## config.mk

```make
export PLATFORM = sky130hd
export DESIGN_NAME = stdp_synapse
export DESIGN_NICKNAME = d
export VERILOG_FILES = /design/src/rtl/stdp_synapse.sv
export SDC_FILE = /design/constraint.sdc
export NUM_CORES = 1
export LEC_CHECK = 0
export CORE_MARGIN = 5
export CORE_UTILIZATION = 49
export DETAILED_ROUTE_END_ITERATION = 6
export GPL_TIMING_DRIVEN = 0
export HOLD_SLACK_MARGIN = 0.05
export PLACE_DENSITY = 0.75
export SETUP_SLACK_MARGIN = 0.4
export SLEW_MARGIN = 40
export SYNTH_ARGS = -nofsm -noshare
export SYNTH_HDL_FRONTEND = slang
export SYNTH_SLANG_ARGS = --single-unit
```

## constraint.sdc

```tcl
create_clock -name clk -period 2.1 [get_ports clk]
set_clock_uncertainty 0.15 [all_clocks]
set_input_delay 0.525 -clock clk [delete_from_list [all_inputs] [get_ports clk]]
set_output_delay 0.525 -clock clk [all_outputs]
set_load 0.01 [all_outputs]
```

## src/rtl/stdp_synapse.sv

```systemverilog
// Pair-based nearest-neighbour STDP synapse with a linear timing window.
// Holds one plastic weight; per-side age counters measure pre/post spike spacing.
module stdp_synapse #(
    parameter int W_WIDTH    = 8,
    parameter int T_WIDTH    = 4,
    parameter int WINDOW     = 15,
    parameter int W_INIT     = 128,
    parameter int W_MAX      = 255,
    parameter int GAIN_SHIFT = 2
) (
    input  logic               clk,
    input  logic               rst_n,
    input  logic               pre_spike,
    input  logic               post_spike,
    input  logic               learn_en,
    output logic [W_WIDTH-1:0] weight,
    output logic [T_WIDTH-1:0] time_diff,
    output logic               update_w_flag,
    output logic               ltp,
    output logic               ltd
);

    localparam int                 DW      = W_WIDTH + 2;
    localparam logic [T_WIDTH-1:0] AGE_WIN = T_WIDTH'(WINDOW);
    localparam logic [T_WIDTH-1:0] AGE_ONE = T_WIDTH'(1);

    logic [T_WIDTH-1:0] pre_age_q, pre_age_d;
    logic [T_WIDTH-1:0] post_age_q, post_age_d;
    logic [W_WIDTH-1:0] weight_q, weight_d;
    logic [T_WIDTH-1:0] time_diff_q, time_diff_d;
    logic               upd_q, upd_d;
    logic               ltp_q, ltp_d;
    logic               ltd_q, ltd_d;

    logic               pre_valid, post_valid;
    logic [DW-1:0]      delta_up, delta_dn;
    logic [DW-1:0]      sum_up, diff_dn;
    logic [W_WIDTH-1:0] w_up, w_dn;

    function automatic logic [T_WIDTH-1:0] age_next(input logic [T_WIDTH-1:0] a);
        return (a < AGE_WIN) ? a + AGE_ONE : AGE_WIN;
    endfunction

    // Full-width arithmetic so the saturation compare sees the true result.
    always_comb begin
        pre_valid  = pre_age_q < AGE_WIN;
        post_valid = post_age_q < AGE_WIN;
        delta_up   = (DW'(WINDOW) - DW'(pre_age_q)) << GAIN_SHIFT;
        delta_dn   = (DW'(WINDOW) - DW'(post_age_q)) << GAIN_SHIFT;
        sum_up     = DW'(weight_q) + delta_up;
        diff_dn    = DW'(weight_q) - delta_dn;
        w_up       = (sum_up > DW'(W_MAX)) ? W_WIDTH'(W_MAX) : sum_up[W_WIDTH-1:0];
        w_dn       = (delta_dn > DW'(weight_q)) ? '0 : diff_dn[W_WIDTH-1:0];
    end

    always_comb begin
        pre_age_d   = age_next(pre_age_q);
        post_age_d  = age_next(post_age_q);
        weight_d    = weight_q;
        time_diff_d = time_diff_q;
        upd_d       = 1'b0;
        ltp_d       = 1'b0;
        ltd_d       = 1'b0;
        case ({pre_spike, post_spike})
            2'b11: begin
                pre_age_d  = AGE_ONE;
                post_age_d = AGE_ONE;
            end
            2'b01: begin
                post_age_d = AGE_ONE;
                if (pre_valid) begin
                    pre_age_d = AGE_WIN;
                    if (learn_en) begin
                        weight_d    = w_up;
                        time_diff_d = pre_age_q;
                        upd_d       = 1'b1;
                        ltp_d       = 1'b1;
                    end
                end
            end
            2'b10: begin
                pre_age_d = AGE_ONE;
                if (post_valid) begin
                    post_age_d = AGE_WIN;
                    if (learn_en) begin
                        weight_d    = w_dn;
                        time_diff_d = post_age_q;
                        upd_d       = 1'b1;
                        ltd_d       = 1'b1;
                    end
                end
            end
            default: ;
        endcase
    end

    always_ff @(posedge clk or negedge rst_n) begin
        if (!rst_n) begin
            pre_age_q   <= AGE_WIN;
            post_age_q  <= AGE_WIN;
            weight_q    <= W_WIDTH'(W_INIT);
            time_diff_q <= '0;
            upd_q       <= 1'b0;
            ltp_q       <= 1'b0;
            ltd_q       <= 1'b0;
        end else begin
            pre_age_q   <= pre_age_d;
            post_age_q  <= post_age_d;
            weight_q    <= weight_d;
            time_diff_q <= time_diff_d;
            upd_q       <= upd_d;
            ltp_q       <= ltp_d;
            ltd_q       <= ltd_d;
        end
    end

    assign weight        = weight_q;
    assign time_diff     = time_diff_q;
    assign update_w_flag = upd_q;
    assign ltp           = ltp_q;
    assign ltd           = ltd_q;

endmodule

```

# --- After elaboration in Yosys (flattened, before gate mapping) ---
# Index checks and enable logic that the tools add are counted.
totals:
  register_bits: 23
  in_bits: 5
  elab_cells: 52
op_classes:
  eq_ne: 7
  muxes: 24
  addsub: 6
  magnitude_cmp: 4
  n_reduce_logical: 4
op_table:
  columns: ["cell", "n"]
  rows:
  - ["8-bit 2-to-1 mux", 6]
  - ["4-bit 2-to-1 mux", 8]
  - ["4-bit one-hot mux with 2 select lines", 3]
  - ["8-bit one-hot mux with 2 select lines", 1]
  - ["9-bit by 7-bit adder with 10-bit output", 1]
  - ["10-bit by 8-bit greater-than comparator with 1-bit output", 1]
  - ["10-bit by 8-bit greater-than comparator with 1-bit output, second input constant", 1]
  - ["4-bit by 4-bit subtractor with 5-bit output, first input constant", 2]
  - ["4-bit by 1-bit adder with 4-bit output, second input constant", 2]
  - ["4-bit < comparator, second input constant", 2]
  - ["2-bit inequality test, second input constant", 4]
  - ["8-bit by 7-bit subtractor with 8-bit output", 1]
  - ["1-bit 2-to-1 mux", 5]
  - ["5-bit AND reduction", 1]
  - ["2-bit equality test, second input constant", 2]
  - ["2-bit OR reduction", 2]
  - ["2-bit by 1-bit equality test with 1-bit output, second input constant", 1]
  - ["1-bit one-hot mux with 2 select lines", 1]
  - ["2-bit nonzero test", 1]

# --- Depth between registers and ports, before layout ---
# Gate-level depths: netlist of run 1.
depth:
  depth_word: 7
  depth_mapped: 8

# --- Least setup slack after synthesis of run 1 ---
# No wires, ideal clock.
synth_timing:
  kind: "reg2reg"
  from: "register post_age_q[0]"
  to: "register weight_q[4] (netlist: weight[4])"
  path_stages_with_launch: 9
  path_buffers: 0
  required_time_ns: 1.873
  path_slack_ns: -0.277
  arrival_time_ns: 2.150
  synth_period_minus_slack_ns: 2.377
  cell_sequence: "dfstp_2 -> inv_1 -> ha_1 -> fa_1 -> and3_1 -> a211oi_2 -> o21ai_4 -> o32a_1 -> o21ai_1"
synth_via:
  elab_chain_cells: 6
  elab_cells_between_ends: 10
  classes_between: "add/sub: 2; order compare: 2; eq/ne: 1; mux: 4; reduce/logical: 1"
synth_lines:
  columns: ["element", "line", "source"]
  rows:
  - ["start: declaration", "28", "logic [T_WIDTH-1:0] post_age_q, post_age_d;"]
  - ["start signal: assignment", "108", "post_age_q <= post_age_d;"]
  - ["4-bit by 4-bit subtractor with 5-bit output", "49", "delta_dn = (DW'(WINDOW) - DW'(post_age_q)) << GAIN_SHIFT;"]
  - ["8-bit by 7-bit subtractor with 8-bit output or 10-bit by 8-bit greater-than comparator with 1-bit output (tied branches)", "51, 53", null]
  - ["8-bit 2-to-1 mux", "53", "w_dn = (delta_dn > DW'(weight_q)) ? '0 : diff_dn[W_WIDTH-1:0];"]
  - ["8-bit 2-to-1 mux", "85", "if (learn_en) begin"]
  - ["8-bit 2-to-1 mux", "83", "if (post_valid) begin"]
  - ["8-bit one-hot mux with 2 select lines", "64", "case ({pre_spike, post_spike})"]
  - ["end signal: assignment", "101", "weight_q <= W_WIDTH'(W_INIT);"]
  - ["end signal: assignment", "109", "weight_q <= weight_d;"]
  - ["end: declaration", "29", "logic [W_WIDTH-1:0] weight_q, weight_d;"]
# Several ways; a longest one is shown, not always the timed one. The select of a mux whose other input is x is not followed.
# A chain may end at the register's enable or synchronous reset.

# --- Final worst setup path of run 1 ---
layout_timing:
  from: "register post_age_q[2]"
  to: "register weight_q[0] (netlist: weight[0])"
layout_via:
  elab_chain_cells: 6
  elab_cells_between_ends: 9
  classes_between: "add/sub: 1; order compare: 2; eq/ne: 1; mux: 4; reduce/logical: 1"
layout_lines:
  columns: ["element", "line"]
  rows:
  - ["4-bit by 4-bit subtractor with 5-bit output", "49"]
  - ["10-bit by 8-bit greater-than comparator with 1-bit output", "53"]
  - ["8-bit 2-to-1 mux", "53"]
  - ["8-bit 2-to-1 mux", "85"]
  - ["8-bit 2-to-1 mux", "83"]
  - ["8-bit one-hot mux with 2 select lines", "64"]
# Several ways; a longest one is shown, not always the timed one. The select of a mux whose other input is x is not followed.

==> results of run 1 <==
-- cell usage after synthesis (2+ instances only) --
cell	n
a21boi_0	2
a21boi_1	2
a21oi_1	5
a22o_1	2
a31oi_1	6
and3_1	5
buf_2	3
clkbuf_1	2
dfrtp_1	13
dfstp_2	9
fa_1	2
ha_1	17
inv_1	17
mux2i_1	5
nand2_1	9
nand2b_1	3
nand3_1	6
nand3b_1	2
nand4_1	2
nor2_1	6
nor2b_1	3
nor3_1	3
o21ai_0	4
o21ai_1	10
o221ai_1	2
o22ai_1	2
-- metal layers --
| layer | vias to the layer above | GRT usage |
|---|---|---|
| li1 | 683 | - |
| met1 | 722 | 0.262 |
| met2 | 48 | 0.378 |
| met3 | 5 | 0.0272 |
| met4 | 0 | 0.0660 |
| met5 | - | 0 |
-- sequential cells by signal (all words and copies together), names as in the netlist --
name / cells
ltd: 1
ltp: 1
post_age_q: 4
weight: 7
pre_age_q: 4
update_w_flag: 1
time_diff: 4
-- logic make-up (layout without fill, tap and decap cells) --
logic type | after synthesis | after routing | synth area share
xor gates and xnor gates | 2 | 2 | 0.0113
adders and majority gates | 19 | 19 | 0.163
and+or+nand+nor | 45 | 45 | 0.156
DFF | 22 | 22 | 0.362
buffers and inverters | 23 | 70 | 0.0604
muxes | 5 | 5 | 0.0322
AOI/OAI and AO/OA | 48 | 48 | 0.215
-- final cells by class --
type | instances | area share
repair buffers | 43 | 0.177
flip-flops and latches | 22 | 0.246
inverters | 17 | 0.0278
clock buffers | 3 | 0.00982
well taps | 44 | 0.0240
plain buffers | 6 | 0.0240
multi-input cells | 119 | 0.478
clock inverters | 1 | 0.0131
-- power by group --
group	leakage [nW]	total, mW	switching, mW	internal, mW
registers	0.254	0.623	0.0855	0.538
clock network	0.0279	0.353	0.159	0.193
logic	0.728	1.54	0.752	0.790
total	1.01	2.52	0.997	1.52
-- metrics by stage --
| step | TNS (ps) | instances | power [mW] | hold WS [ps] |
|---|---|---|---|---|
| after global routing | -2070 | 255 | 2.69 | 404 |
| after floorplan | -256 | 164 | 1.48 | 79.4 |
| after CTS | -1360 | 248 | 2.35 | 355 |
| final | -1480 | 255 | 2.52 | 372 |
| after detailed placement | -4040 | 227 | 1.86 | 324 |
| after global placement | -3430 | 227 | 1.82 | 317 |
-- worst reg2reg max path, stage by stage (launching register included) --
cell	delay, ps
dfstp_2	660
inv_2	70
ha_4	240
and4b_1	210
a211o_1	290
o21ai_4	270
buf_4	180
a31oi_1	70
a31oi_1	150
-- worst min-delay path by stage --
stage                  from            to  slack (ps)  cells past startpoint
6_report       time_diff[0]  time_diff[0]         370                      2
3_5_place_dp   time_diff[0]  time_diff[0]         320                      2
4_1_cts        time_diff[0]  time_diff[0]         350                      2
5_1_grt        time_diff[0]  time_diff[0]         400                      2
3_3_place_gp   time_diff[2]  time_diff[2]         320                      2
2_1_floorplan         rst_n           ltd          80                      0
-- repair_timing --
| item | 4_1_cts | 5_1_grt |
|---|---|---|
| resized for setup | 65 | 32 |
| endpoints found under the hold margin | 13 | 0 |
| setup endpoints to repair | 33 | 30 |
| pin swaps | 8 | 10 |
| cloned | 1 | 0 |
| buffers inserted | 15 | 7 |
| hold buffers | 1 | 0 |
==> results by group, run 1 <==
Synth
  – Synthesized area: 1550 sq um
  – Largest cells by area after synthesis: dfrtp_1, dfstp_2, ha_1
  – Netlist cell types: 48
  – Seq/Total Area, Yosys: 0.362
  – Syn_nets: 188
  – Mean area per synthesized cell: 9.47 sq um
  – Leading area contributor after synthesis: dfrtp_1
  – FFs w/ async S/R, synth: 1.00
  – Top-area cell type share of the netlist area: 0.210
  – Yosys warning total: 0
  – Number of synthesized flops with an enable pin: 0
  – Syn Inst Count: 164
  – Synthesized flop and latch total: 22
  – Synth Flop Type: dfrtp_1

Route
  – Antenna-violating nets left: 0
  – Drt first pass iters: 4
  – Total Wirelength: 4400 microns
  – DRT iter0 DRCs: 74
  – # DRC: 0
  – Met2 wire len: between 2000 and 2500 microns
  – Max Used Layer: met4
  – Vias: ~1500
  – DR WL/cell: about 17 microns
  – Vias per cell: 5.72
  – M1 wire length: between 1500 and 2000 microns
  – Metal3 WL: 208 microns

Placed design
  – Dpl cell area: around 1900 sq um
  – Port Buffers: 19
  – Final HPWL DP: ~2800 microns
  – Final GP Congestion: 0.882
  – Setup slack at placement: -471 ps

Die
  – FP Rows: 20
  – Die Footprint: 4390 sq um
  – Initial Utilization: 0.509
  – Ports: 20
  – Core area: 3050 sq um
  – Die width: 66.3 microns
  – Die H: 66.3 microns

Worst setup path
  – Startpoint types: register
  – Crit path DAT: 2460 ps
  – Req. time, crit path: 2230 ps
  – Worst Setup EP: weight[0]
  – Worst setup path class: reg2reg
  – Most frequent cell on the critical path: a31oi_1
  – Critical R2R Launch: post_age_q[2]
  – Slowest-stage cell, CP: dfstp_2
  – Crit path cell chain: inv_2 -> ha_4 -> and4b_1 -> a211o_1 -> o21ai_4 -> buf_4 -> a31oi_1 -> a31oi_1
  – Crit path from: post_age_q[2]
  – Reg-to-reg endpoint: weight[0]
  – Buffers and inverters on the worst path: 2
  – Stages on worst setup path: 8
  – FF-to-FF path depth: 8
  – Largest delay share family, worst path: compound AO/OA/AOI/OAI gates
  – Reg2Reg Setup Slack: -230 ps
  – Critical Path Fanout Max: 9
  – CP Capture Type: register
  – Max incr delay on CP: 660 ps

Final layout
  – Area grow syn2layout: 47.7%
  – FF/Latch Area: 564 sq um
  – Net count, final: 236
  – Commonest non-fill, non-tap cell in the layout: buf_4
  – Filler instances: about 230
  – Layout Utilization: 0.751
  – Final instance area: between 2000 and 2500 sq um
  – Multi-input gate area: between 1000 and 1500 sq um
  – Most frequent cells in the layout: buf_4, buf_6, inv_1, dfrtp_1, dfstp_2
  – Diodes inserted: 0
  – Share of cells above drive strength 1: 0.427

Clock tree
  – CTS sink cnt: 22
  – CTS Buf Count: 3
  – Clock Root Buffer: clkbuf_4
  – Worst-case clock buffer depth: 2
  – # H-tree levels: 1
  – Worst skew pair latency: 340 ps
  – Clk slew on worst S/H paths: 150 ps
  – CTS tree: yes

GRT
  – Vias in the first global route: roughly 1400
  – Total gr overflow: 0
  – Largest net degree at the start of global routing: 23
  – First-pass GRT wire length: 7040 microns
  – Initial antenna violation count: 0
  – GRT Util Overall: 0.212

Timing
  – Max_slew headroom: 0.663
  – Worst-Margin Slew: about 510 ps
  – Final worst slack: -229 ps
  – Final setup viols: 7
  – Period Utilization, post-route: 1.11
  – RSZ-0062 raised after global routing: yes
  – Max-slew violations: 0
  – Final hold vios: 0
  – Final min period: 2330 ps
  – FMAX: 429 MHz

Power
  – P_leak: about 1 nW
  – Max VDD drop: 0.588 mV
  – Power Density: 1100 nW/um^2

Hold path
  – Hold crit path type: reg2reg

Run
  – Max-cap violation count: 0

Run status
  – Status: finished with violations
  – Failing checks: setup timing
Power figures use the tool's default switching activity.
==> inputs of run 2 (changes only) <==
--- a/config.mk
+++ b/config.mk
@@ -6,11 +6,13 @@
 export NUM_CORES = 1
 export LEC_CHECK = 0
 export CORE_MARGIN = 5
-export CORE_UTILIZATION = 49
+export CORE_UTILIZATION = 51
+export CTS_BUF_LIST = sky130_fd_sc_hd__clkbuf_4 sky130_fd_sc_hd__clkbuf_8
 export DETAILED_ROUTE_END_ITERATION = 6
 export GPL_TIMING_DRIVEN = 0
 export HOLD_SLACK_MARGIN = 0.05
-export PLACE_DENSITY = 0.75
+export PLACE_DENSITY = 0.77
+export REMOVE_ABC_BUFFERS = 1
 export SETUP_SLACK_MARGIN = 0.4
 export SLEW_MARGIN = 40
 export SYNTH_ARGS = -nofsm -noshare
==> run 2 against run 1 <==
Against the previous run: the run still ends with setup timing left; total power is 4.0% lower; combinational power is 3% higher; routed wire length is 6.4% higher; clock-buffer cell count is 1 higher; global-route usage is 1.2 points higher; via count is 2.7% higher; maximum frequency is 3.4% lower; cell count is 5.9% lower; sequential share of layout area is 0.69 points higher; sequential power hardly changed; setup slack worse by 82 ps; design area is 2.7% lower; largest power group unchanged.
==> results by group, run 2 (same netlist as run 1, synthesis figures left out) <==
Die
  – Die width: 65.2 microns (was 66.3 microns)
  – Die Footprint: 4250 sq um (was 4390 sq um)
  – FP Rows: 20 (unchanged)
  – Core area: 2980 sq um (was 3050 sq um)
  – Ports: 20 (unchanged)
  – Initial Utilization: 0.521 (was 0.509)
  – Die H: 65.2 microns (was 66.3 microns)

Final layout
  – Commonest non-fill, non-tap cell in the layout: buf_4 (unchanged)
  – Share of cells above drive strength 1: 0.362 (was 0.427)
  – Area grow syn2layout: 43.7% (was 47.7%)
  – Diodes inserted: 0 (unchanged)
  – Most frequent cells in the layout: buf_4, inv_1, o21ai_1, dfrtp_1 (was buf_4, buf_6, inv_1, dfrtp_1, dfstp_2)
  – Net count, final: 232 (was 236)
  – Final instance area: 2230 sq um (was 2290 sq um)
  – Non-filler instance count after layout: 240 (was 255)
  – Max reg flops: 7 (unchanged)
  – Layout Utilization: 0.749 (was 0.751)

Power
  – P_leak: 0.984 nW (was 1.01 nW)
  – Total net switching power: 1.04 mW (was 997 uW)
  – Seq pwr share: 0.257 (was 0.247)
  – Internal: 1.38 mW (was 1.52 mW)
  – Max VDD drop: 0.685 mV (was 0.588 mV)
  – Comb pwr share: 0.654 (was 0.613)
  – Sw Ratio: 0.430 (was 0.396)
  – Power Density: 1080 nW/um^2 (was 1100 nW/um^2)
  – Clock power frac: 0.089 (was 0.140)

Hold path
  – Hold crit path type: reg2reg (unchanged)
  – Worst Hold Depth: 2 (unchanged)

Timing
  – Final hold vios: 0 (unchanged)
  – Max_slew headroom: 0.667 (was 0.663)
  – FMAX: 415 MHz (was 429 MHz)
  – WHS: 348 ps (was 372 ps)
  – RSZ-0062 raised after global routing: yes (unchanged)
  – Final setup viols: 7 (unchanged)
  – Period Utilization, post-route: 1.15 (was 1.11)
  – Worst-Margin Slew: 500 ps (was 506 ps)
  – Max-slew violations: 0 (unchanged)
  – Final worst slack: -311 ps (was -229 ps)
  – Final min period: 2410 ps (was 2330 ps)

Worst setup path
  – Startpoint types: register (unchanged)
  – CP Capture Type: register (unchanged)
  – Critical R2R Launch: pre_age_q[0] (was post_age_q[2])
  – Critical Path Fanout Max: 3 (was 9)
  – Max incr delay on CP: 550 ps (was 660 ps)
  – Req. time, crit path: 2150 ps (was 2230 ps)
  – Crit path cell chain: inv_1 -> ha_4 -> fa_2 -> a21o_1 -> a21oi_2 -> mux2i_1 -> o22ai_1 -> a22o_1 (was inv_2 -> ha_4 -> and4b_1 -> a211o_1 -> o21ai_4 -> buf_4 -> a31oi_1 -> a31oi_1)
  – Slowest-stage cell, CP: dfstp_2 (unchanged)
  – Reg2Reg Setup Slack: -310 ps (was -230 ps)
  – Worst Setup EP: weight[6] (was weight[0])
  – FF-to-FF path depth: 8 (unchanged)
  – Crit path DAT: 2470 ps (was 2460 ps)
  – Reg-to-reg endpoint: weight[6] (was weight[0])
  – Worst setup path class: reg2reg (unchanged)
  – Crit path from: pre_age_q[0] (was post_age_q[2])

GRT
  – Largest net degree at the start of global routing: 23 (unchanged)
  – Vias in the first global route: 1564 (was 1421)
  – Initial antenna violation count: 0 (unchanged)
  – GRT Util Overall: 0.224 (was 0.212)
  – First-pass GRT wire length: 7400 microns (was 7040 microns)
  – Total gr overflow: 0 (unchanged)

Route
  – Vias: 1497 (was 1458)
  – # DRC: 0 (unchanged)
  – Drt first pass iters: 4 (unchanged)
  – Vias per cell: 6.24 (was 5.72)
  – DRT iter0 DRCs: 102 (was 74)
  – Antenna-violating nets left: 0 (unchanged)
  – Total Wirelength: 4680 microns (was 4400 microns)
  – DR WL/cell: 19.5 microns (was 17.2 microns)

Placed design
  – DP Cell Count: 210 (was 227)
  – Final GP Congestion: 0.938 (was 0.882)
  – Dpl cell area: 1760 sq um (was 1890 sq um)
  – Setup slack at placement: -747 ps (was -471 ps)
  – Final HPWL DP: 2560 microns (was 2760 microns)
  – Port Buffers: 19 (unchanged)

Clock tree
  – Worst-case clock buffer depth: 2 (unchanged)
  – # H-tree levels: 1 (unchanged)
  – Clock Root Buffer: clkbuf_4 (unchanged)
  – CTS tree: yes (unchanged)
  – Clk slew on worst S/H paths: 120 ps (was 150 ps)
  – CTS Buf Count: 3 (unchanged)
  – CTS sink cnt: 22 (unchanged)
  – Worst skew pair latency: 310 ps (was 340 ps)

Run status
  – Failing checks: setup timing (unchanged)
  – Status: finished with violations (unchanged)

Run
  – Max-cap violation count: 0 (unchanged)
## run 2: changes by cell type in the layout (fill, tap and decap cells not counted), moves of 3 or more
cell / previous run / this run
o21ai_2: 3 / 0
o21ai_1: 7 / 11
inv_2: 6 / 3
dlygate4sd2_1: 1 / 7
buf_6: 15 / 7
clkdlybuf4s15_1: 8 / 5
inv_1: 11 / 14
nand2_1: 5 / 9
## run 2: critical path: cells and delay by family (launching register included)
family	cells	cell delay [ps]
AOI/OAI and AO/OA	4	720
adders and majority gates	2	550
buffers and inverters	1	80
DFF	1	550
muxes	1	250
## run 2: per-stage QoR
| step | power (mW) | setup TNS (ps) |
|---|---|---|
| after CTS | 2.19 | -964 |
| after global placement | 1.68 | -9010 |
| after global routing | 2.58 | -2130 |
| after detailed placement | 1.73 | -8160 |
| final | 2.42 | -1650 |
| after floorplan | 1.36 | -1590 |
## run 2: worst min-delay path by stage
stage                         to    startpoint  slack (ps)
detailed placement  time_diff[1]  time_diff[1]         320
CTS                 time_diff[1]  time_diff[1]         350
global route        time_diff[1]  time_diff[1]         380
floorplan                    ltd         rst_n          80
finish              time_diff[1]  time_diff[1]         350
global placement    time_diff[0]  time_diff[0]         320
## run 2: power groups by stage
| stage | sequential [mW] | clock [mW] | combinational [mW] |
|---|---|---|---|
| 6_report | 0.621 | 0.214 | 1.58 |
| 5_1_grt | 0.632 | 0.247 | 1.70 |
| 4_1_cts | 0.612 | 0.220 | 1.36 |
| 3_5_place_dp | 0.679 | 0 | 1.05 |
| 3_3_place_gp | 0.670 | 0 | 1.01 |
| 2_1_floorplan | 0.687 | 0 | 0.674 |
## run 2: repair_timing
item / 4_1_cts / 5_1_grt
setup buffers: 16 / 7
hold buffers: 1 / 0
resized for setup: 58 / 25
pin swaps: 19 / 11
endpoints found under the hold margin: 13 / 0
gates cloned: 2 / 0
endpoints found under the setup margin: 32 / 22
## run 2: layout make-up
class	instances	area, sq um
Multi-Input combinational cell	121	1140
Fill cell	200	747
Sequential cell	22	564
Timing Repair Buffer	43	387
Inverter	17	63.8
Tap cell	33	41.3
Clock buffer	4	30.0
## run 2: per-layer routing
layer  GRT usage  wire [microns]  vias up
met1       0.269            1840      744
met2       0.402            2430       56
met4      0.0596              84        0
met3      0.0479             322       10
li1            -               -      687
met5           0               0        -
==> inputs of run 3 (changes only) <==
--- a/config.mk
+++ b/config.mk
@@ -18,3 +18,4 @@
 export SYNTH_ARGS = -nofsm -noshare
 export SYNTH_HDL_FRONTEND = slang
 export SYNTH_SLANG_ARGS = --single-unit
+export TNS_END_PERCENT = 10
==> run 3 against run 2 <==
Against the previous run: the run still ends with setup timing left; design area fell by 12%; sequential power rose by 9.8%; worst hold slack barely moved; flip-flop and latch count did not move; clock-buffer cell count did not move; routed wire length fell by 14%; critical path type unchanged.
==> results by group, run 3 (same netlist as run 1, synthesis figures left out) <==
Placed design
  – Final GP Congestion: 0.938 (unchanged)
  – Setup slack at placement: -747 ps (unchanged)
  – Final HPWL DP: 2560 microns (unchanged)
  – Port Buffers: 19 (unchanged)

Timing
  – Max_slew headroom: 0.662 (was 0.667)
  – Final hold vios: 0 (unchanged)
  – RSZ-0062 raised after global routing: yes (unchanged)
  – Period Utilization, post-route: 1.11 (was 1.15)
  – Final worst slack: -238 ps (was -311 ps)
  – WHS: 349 ps (was 348 ps)
  – Final setup viols: 7 (unchanged)
  – FMAX: 428 MHz (was 415 MHz)
  – Worst-Margin Slew: 506 ps (was 500 ps)
  – Final min period: 2340 ps (was 2410 ps)
  – Max-slew violations: 0 (unchanged)

Worst setup path
  – Req. time, crit path: 2180 ps (was 2150 ps)
  – Critical R2R Launch: post_age_q[0] (was pre_age_q[0])
  – Crit path DAT: 2420 ps (was 2470 ps)
  – Reg-to-reg endpoint: weight[5] (was weight[6])
  – FF-to-FF path depth: 8 (unchanged)
  – CP Capture Type: register (unchanged)
  – Worst setup path class: reg2reg (unchanged)
  – Startpoint types: register (unchanged)
  – Reg2Reg Setup Slack: -240 ps (was -310 ps)
  – Critical Path Fanout Max: 5 (was 3)

Final layout
  – Most frequent cells in the layout: inv_1, o21ai_1, dfrtp_1 (was buf_4, inv_1, o21ai_1, dfrtp_1)
  – FF/Latch Area: 564 sq um (unchanged)
  – Commonest non-fill, non-tap cell in the layout: inv_1 (was buf_4)
  – Max reg flops: 7 (unchanged)
  – Share of cells above drive strength 1: 0.280 (was 0.362)
  – Net count, final: 214 (was 232)
  – Diodes inserted: 0 (unchanged)
  – Multi-input gate area: 1060 sq um (was 1140 sq um)
  – Filler instances: 239 (was 200)
  – Area grow syn2layout: 26.3% (was 43.7%)

Clock tree
  – Worst-case clock buffer depth: 2 (unchanged)
  – CTS tree: yes (unchanged)
  – Clk slew on worst S/H paths: 130 ps (was 120 ps)
  – Worst skew pair latency: 310 ps (about the same)
  – Clock Root Buffer: clkbuf_4 (unchanged)
  – # H-tree levels: 1 (unchanged)
  – CTS sink cnt: 22 (unchanged)
  – CTS Buf Count: 3 (unchanged)

Die
  – Core area: 2980 sq um (unchanged)
  – Die width: 65.2 microns (unchanged)
  – Die Footprint: 4250 sq um (unchanged)
  – Die H: 65.2 microns (unchanged)
  – Initial Utilization: 0.521 (unchanged)
  – FP Rows: 20 (unchanged)
  – Ports: 20 (unchanged)

Hold path
  – Worst Hold Depth: 2 (unchanged)
  – Hold crit path type: reg2reg (unchanged)
  – HP Start: time_diff[1] (unchanged)
  – Hold EP: time_diff[1] (unchanged)

Power
  – Clock power frac: 0.101 (was 0.089)
  – Power Density: 1110 nW/um^2 (was 1080 nW/um^2)
  – Seq pwr share: 0.313 (was 0.257)
  – Comb pwr share: 0.587 (was 0.654)
  – Internal: 1.22 mW (was 1.38 mW)
  – Max VDD drop: 0.658 mV (was 0.685 mV)
  – Sw Ratio: 0.442 (was 0.430)
  – P_leak: 0.878 nW (was 0.984 nW)
  – Total net switching power: 964 uW (was 1.04 mW)

Route
  – Vias per cell: 6.23 (was 6.24)
  – Antenna-violating nets left: 0 (unchanged)
  – DR WL/cell: 18.1 microns (was 19.5 microns)
  – # DRC: 0 (unchanged)
  – Vias: 1384 (was 1497)
  – Total Wirelength: 4020 microns (was 4680 microns)
  – Drt first pass iters: 4 (unchanged)
  – DRT iter0 DRCs: 101 (was 102)

GRT
  – GRT Util Overall: 0.205 (was 0.224)
  – First-pass GRT wire length: 6710 microns (was 7400 microns)
  – Largest net degree at the start of global routing: 23 (unchanged)
  – Initial antenna violation count: 0 (unchanged)
  – Vias in the first global route: 1439 (was 1564)
  – Total gr overflow: 0 (unchanged)

Run status
  – Status: finished with violations (unchanged)
  – Failing checks: setup timing (unchanged)

Run
  – Max-cap violation count: 0 (unchanged)
[run 3: cell types whose count changed in the layout (fill, tap and decap cells not counted), moves of 3 or more]
cell,change
buf_4,-12
buf_6,-7
buf_2,+3
clkbuf_2,+3
clkdlybuf4s15_1,-3
ha_4,-3
[run 3: through the flow]
step / power, mW / cells / TNS (ps) / util / area [sq um]
after global placement: 1.68 / 210 / -9010 / 0.589 / 1750
after floorplan: 1.36 / 158 / -1590 / - / 1520
after detailed placement: 1.73 / 210 / -8160 / 0.589 / 1760
after global routing: 2.34 / 222 / -1970 / 0.658 / 1960
final: 2.18 / 222 / -1450 / 0.658 / 1960
after CTS: 2.09 / 222 / -1060 / 0.650 / 1940
[run 3: layout make-up]
type,instances,area share
sequential,22,0.288
tap,33,0.0211
inverter,17,0.0325
multi-input combinational,120,0.542
timing repair buffer,26,0.101
clock buffer,4,0.0153
[run 3: critical path, stage by stage (launching register included)]
cell	delay (ps)
dfstp_2	560
inv_2	40
ha_4	160
fa_2	370
and3_4	190
a211oi_4	230
o21ai_4	120
o31a_1	320
a22oi_2	130
[run 3: how the worst max path moves through the flow]
stage,from,end,depth (start not counted)
after floorplan,post_age_q[0],weight[4],8
after global placement,post_spike,weight[5],5
after detailed placement,post_spike,weight[3],6
after CTS,post_age_q[0],weight[4],8
after global routing,post_age_q[0],weight[4],8
final,post_age_q[0],weight[5],8
[run 3: per-layer routing]
layer / up-vias / track usage / part of all wire
met5: - / 0 / 0
met4: 0 / 0.0855 / 0.016
met3: 8 / 0.0427 / 0.059
met2: 52 / 0.344 / 0.51
met1: 680 / 0.255 / 0.41
li1: 644 / - / -
[run 3: timing repair]
item	4_1_cts	5_1_grt
setup buffers	6	0
setup endpoints to repair	32	28
hold buffers	1	0
resized for setup	49	15
gates cloned	1	0
pin swaps	17	8
hold endpoints to repair	13	0
[run 3: power groups by stage]
stage	clock network, mW	registers, mW	logic (mW)
finish	0.220	0.682	1.28
global route	0.245	0.702	1.39
CTS	0.220	0.672	1.20
detailed placement	0	0.679	1.05
global placement	0	0.670	1.01
floorplan	0	0.687	0.674
